<file path="src/rtl/train_pkg.sv">
// train_pkg: shared sensor count, event direction codes and index width.
package train_pkg;
  localparam int NUM_SENSORS = 6;
  localparam int ID_W = 3;
  localparam logic EVT_ARRIVE = 1'b1;
  localparam logic EVT_DEPART = 1'b0;
endpackage

</file>
<file path="src/rtl/sensor_debounce.sv">
// sensor_debounce: one channel of synchroniser, stability counter, level and edge pulses.
module sensor_debounce #(
  parameter int SYNC_STAGES = 2,
  parameter int DEBOUNCE_CYCLES = 1000000,
  parameter int CNT_W = $clog2(DEBOUNCE_CYCLES)
) (
  input  logic clk,
  input  logic rst_n,
  input  logic raw,
  output logic level,
  output logic rise,
  output logic fall
);
  logic [SYNC_STAGES-1:0] sync;
  logic [CNT_W-1:0] cnt;
  logic s, diff, flip;
  assign s = sync[SYNC_STAGES-1];
  assign diff = s != level;
  assign flip = diff && cnt == CNT_W'(DEBOUNCE_CYCLES - 1);
  always_ff @(posedge clk or negedge rst_n)
    if (!rst_n) begin
      sync  <= '0;
      cnt   <= '0;
      level <= 1'b0;
      rise  <= 1'b0;
      fall  <= 1'b0;
    end else begin
      sync  <= {sync[SYNC_STAGES-2:0], raw};
      cnt   <= diff && !flip ? cnt + 1'b1 : '0;
      level <= flip ? s : level;
      rise  <= flip && s;
      fall  <= flip && !s;
    end
endmodule

</file>
<file path="src/rtl/track_sensor_conditioner.sv">
// track_sensor_conditioner: debounces the track sensors and serialises their edges
// into a prioritised arrival/departure event stream with sticky overflow.
module track_sensor_conditioner
  import train_pkg::*;
#(
  parameter int SYNC_STAGES = 2,
  parameter int DEBOUNCE_CYCLES = 1000000,
  parameter int CNT_W = $clog2(DEBOUNCE_CYCLES)
) (
  input  logic                   clk_100mhz,
  input  logic                   rst_n,
  input  logic [NUM_SENSORS-1:0] s_raw,
  output logic [NUM_SENSORS-1:0] s_level,
  output logic [NUM_SENSORS-1:0] s_rise,
  output logic [NUM_SENSORS-1:0] s_fall,
  output logic                   evt_valid,
  output logic [ID_W-1:0]        evt_id,
  output logic                   evt_dir,
  input  logic                   evt_ready,
  output logic                   evt_overflow,
  input  logic                   ovf_clr
);
  localparam int PW = 2 * NUM_SENSORS;
  localparam int SEL_W = $clog2(PW);
  logic [PW-1:0] pend, edges, low, rem;
  logic [SEL_W-1:0] sel;
  logic load;
  for (genvar i = 0; i < NUM_SENSORS; i++) begin : g_ch
    sensor_debounce #(
      .SYNC_STAGES(SYNC_STAGES),
      .DEBOUNCE_CYCLES(DEBOUNCE_CYCLES),
      .CNT_W(CNT_W)
    ) u_db (
      .clk(clk_100mhz),
      .rst_n(rst_n),
      .raw(s_raw[i]),
      .level(s_level[i]),
      .rise(s_rise[i]),
      .fall(s_fall[i])
    );
    assign edges[2*i]   = s_rise[i];
    assign edges[2*i+1] = s_fall[i];
  end
  // Even bits are rises, odd bits falls, so the lowest set bit is the winner.
  assign load = !evt_valid || evt_ready;
  assign low  = pend & (~pend + 1'b1);
  assign rem  = load ? pend & ~low : pend;
  always_comb begin
    sel = '0;
    for (int k = 0; k < PW; k++)
      if (low[k]) sel = SEL_W'(k);
  end
  always_ff @(posedge clk_100mhz or negedge rst_n)
    if (!rst_n) begin
      pend         <= '0;
      evt_valid    <= 1'b0;
      evt_id       <= '0;
      evt_dir      <= 1'b0;
      evt_overflow <= 1'b0;
    end else begin
      pend         <= rem | edges;
      evt_overflow <= |(edges & rem) || (evt_overflow && !ovf_clr);
      if (load) begin
        evt_valid <= |pend;
        if (|pend) begin
          evt_id  <= ID_W'(sel >> 1);
          evt_dir <= sel[0] ? EVT_DEPART : EVT_ARRIVE;
        end
      end
    end
endmodule
</file>
<file path="config.mk">
export PLATFORM = sky130hd
export DESIGN_NAME = track_sensor_conditioner
export DESIGN_NICKNAME = d
export VERILOG_FILES = /design/src/rtl/train_pkg.sv /design/src/rtl/sensor_debounce.sv /design/src/rtl/track_sensor_conditioner.sv
export SDC_FILE = /design/constraint.sdc
export NUM_CORES = 1
export LEC_CHECK = 0
export CORE_ASPECT_RATIO = 1.4
export CORE_UTILIZATION = 45
export DETAILED_ROUTE_END_ITERATION = 6
export GPL_TIMING_DRIVEN = 0
export PLACE_DENSITY = 0.68
export SLEW_MARGIN = 40
export SYNTH_ARGS = -nofsm -noshare
export SYNTH_HDL_FRONTEND = slang
export SYNTH_SLANG_ARGS = --single-unit
</file>
<file path="constraint.sdc">
create_clock -name clk_100mhz -period 2.2 [get_ports clk_100mhz]
set_clock_uncertainty 0.05 [all_clocks]
set_input_delay 0.55 -clock clk_100mhz [delete_from_list [all_inputs] [get_ports clk_100mhz]]
set_output_delay 0.55 -clock clk_100mhz [all_outputs]
set_load 0.05 [all_outputs]
</file>
==> reports/metrics.cfg <==
[status]
outcome = finished, final reports clean

[final_layout]
finalInstanceArea_sq_um = 9144
mostFrequentLayoutCells = 168 x dfrtp_1, 133 x nor2_1, 62 x xor2_1
final_common_cell = dfrtp_1
layout.nets = 822
drive_gt1_share_pct = 11.26
utilization_pct = 54.15
diodes = 0
syn_to_final_growth_pct = 16.85

[global_route]
met3_usage_pct = 4.632
grt.overflow.total = 0
grt.busiest_layer = met2
grt_pass1_vias = 5670
grt_util_all_layers_pct = 18.61
antenna_found_initial = 0
grt_util_met2_pct = 32.63
grt.met1_usage_pct = 21.77
grt_max_degree = 68
grt_pass1_wl_mm = 26.39

[drt]
routed_wl_mm = 15.39
detail-route-antenna-nets = 0
drt-initial-drc-count = 216
via_per_inst = 5.268
drt_pass1_iterations = 4
drt-wirelength-per-cell_um = 14.67
drc = 0
vias = 5526

[critical_path]
worst-path-buf-inv = 2
crit_fanout = 4
critPathMaxStageDelay_ns = 0.48
crit_family = buffers and inverters
worstSetupStartpointType = flip-flop
cp-end-kind = primary output
arrival_ns = 1.54
crit_type = flip-flop to primary output
critPathSlowestCell = dfrtp_1
cp.required_ns = 1.60
worstPathCellList = buf_4 > clkdlybuf4s15_1

[pwr]
ir_drop_v = 0.0004582
p_sw_share_pct = 21.22
p_per_area_nw_per_um2 = 681.1
clkPwrFrac_pct = 46.1
power.switching_mw = 1.321
power_leakage_nw = 4.191
p_int_mw = 4.906
seqPwrFrac_pct = 50.8
power_mw = 6.228
combPwrFrac_pct = 3.1

[timing]
hold_slack_ns = 0.2993
relSlewSlack_pct = 61.09
hold_viol_final = 0
finalWorstSetupSlack_ns = 0.06161
setup_viol = 0
finalCritPeriodShare_pct = 97.20
clock.fmax_mhz = 467.6
fin_crit_ns = 2.138
tightest_slew_ns = 0.5789
slew_violations = 0

[cts]
clk_latency_ns = 0.42
clock_path_buffers = 2
cts_tree = done
clock_sinks = 168
cts-root-buf = clkbuf_16
numCtsBuffers = 17
htree_levels = 4
clkTransAtPathRegs_ns = 0.06

[yosys]
synth_area_leaders = dfrtp_1 54%, xor2_1 6.9%, nor2_1 6.4%, xnor2_1 5.7%, nand3_1 3.4%
synth_fp_nets = 759
ys_seq_area_share_pct = 53.73
yosys.area.top_type_share_pct = 53.73
synth-edff-count = 0
synthArstFlopShare_pct = 100.0
netlist_area_sq_um = 7825
yosysUniqueCellTypes = 53
avgSynthCellArea_sq_um = 10.53
yosys_register_bits = 168
synthFlopType = dfrtp_1
synthCells = 743
synth_top_area_cell = dfrtp_1
ys_warn_count = 0

[floorplanning]
fp.coreArea_sq_um = 16890
rows = 56
die_area_sq_um = 17930
ioPinCount = 34
die_x_um = 113.4
die_y_um = 158.0
start_util_pct = 46.34

[placed_design]
dpl_worst_slack_ns = -0.2012
io_buffers = 33
placed_area_sq_um = 8506
dp_hpwl_mm = 10.79
finalWeightedCongestion = 0.8711

[run]
max_cap_violations = 0

[hold_path]
hold_path.class = flip-flop to flip-flop

-- logic make-up after synthesis --
group	after synthesis	share of synthesized area [%]
AND/OR/NAND/NOR	373	25.12
flip-flops	168	53.73
XOR/XNOR	113	12.65
AO/OA/AOI/OAI	39	3.694
buffers and inverters	38	2.990
multiplexers	6	0.8634
adder cells (fa/ha/maj)	6	0.9594
-- power by group through the flow --
stage	logic, mW	clock network, mW	registers (mW)
2_1_floorplan	0.0746	0	3.21
4_1_cts	0.192	2.94	3.16
6_report	0.192	2.87	3.17
3_5_place_dp	0.188	0	3.22
3_3_place_gp	0.169	0	3.22
5_1_grt	0.222	3.06	3.17
-- layer usage --
metal / vias up / wire [um]
li1: 2659 / -
met1: 2766 / 6494
met2: 78 / 8074
met3: 23 / 481
met4: 0 / 338
met5: - / 0
-- cell usage after synthesis (all sizes together), types with 9 or more instances --
cell type    n
nor4b        9
inv         10
buf         26
nor3        15
and3        18
nor3b       13
nor4        14
and4        13
nand3       53
dfrtp      168
xor2        62
xnor2       51
nand2       48
nand4       26
nor2       136
-- timing repair --
item                       4_1_cts  5_1_grt
setup endpoints to repair       37       61
hold buffers                     1        0
gates cloned                     0        0
hold endpoints to repair        45        0
buffers inserted                 0        8
pin swaps                        0        2
gates resized for setup         26        8
-- per-stage QoR --
| stage | instances | TNS [ns] |
|---|---|---|
| after floorplan | 743 | 0 |
| after global placement | 1008 | -1021.73 |
| after detailed placement | 1010 | -0.2012 |
| after CTS | 1041 | 0 |
| after global routing | 1049 | -0.002568 |
| final | 1049 | 0 |
-- worst paths after layout --
check / from / end / slack, ns / depth (start not counted)
max: g_ch[2].u_db.rise / s_rise[2] / 0.06 / 2
min: g_ch[5].u_db.sync[0] / g_ch[5].u_db.sync[1] / 0.30 / 0
max reg2reg: g_ch[4].u_db.cnt[0] / g_ch[4].u_db.level / 0.18 / 6
min reg2reg: g_ch[5].u_db.sync[0] / g_ch[5].u_db.sync[1] / 0.30 / 0
max in group asynchronous: rst_n / g_ch[2].u_db.cnt[13] / 0.55 / 4
min in group asynchronous: rst_n / g_ch[1].u_db.cnt[17] / 0.56 / 2
-- worst reg2reg max path: stages, from the launching register on --
cell	delay (ns)
dfrtp_1	0.39
ha_1	0.22
and4_1	0.30
nand2_1	0.16
nand4b_1	0.31
buf_4	0.22
mux2_2	0.26
-- state kept, by name, indices dropped and copies added (netlist names) --
register,cells
evt_overflow,1
g_ch.u_db.rise,6
g_ch.u_db.fall,6
evt_dir,1
pend,12
g_ch.u_db.level,6
g_ch.u_db.cnt,120
g_ch.u_db.sync,12
evt_id,3
evt_valid,1
-- cell type report --
class,instances,area [sq um]
flip-flops and latches,168,4204
inverters,10,37.54
clock buffers,21,460.4
repair buffers,44,431.7
well taps,232,290.3
clock inverters,9,101.3
fillers,1472,7742
plain buffers,28,196.4
multi-input cells,537,3422
Power figures use the tool's default switching activity.
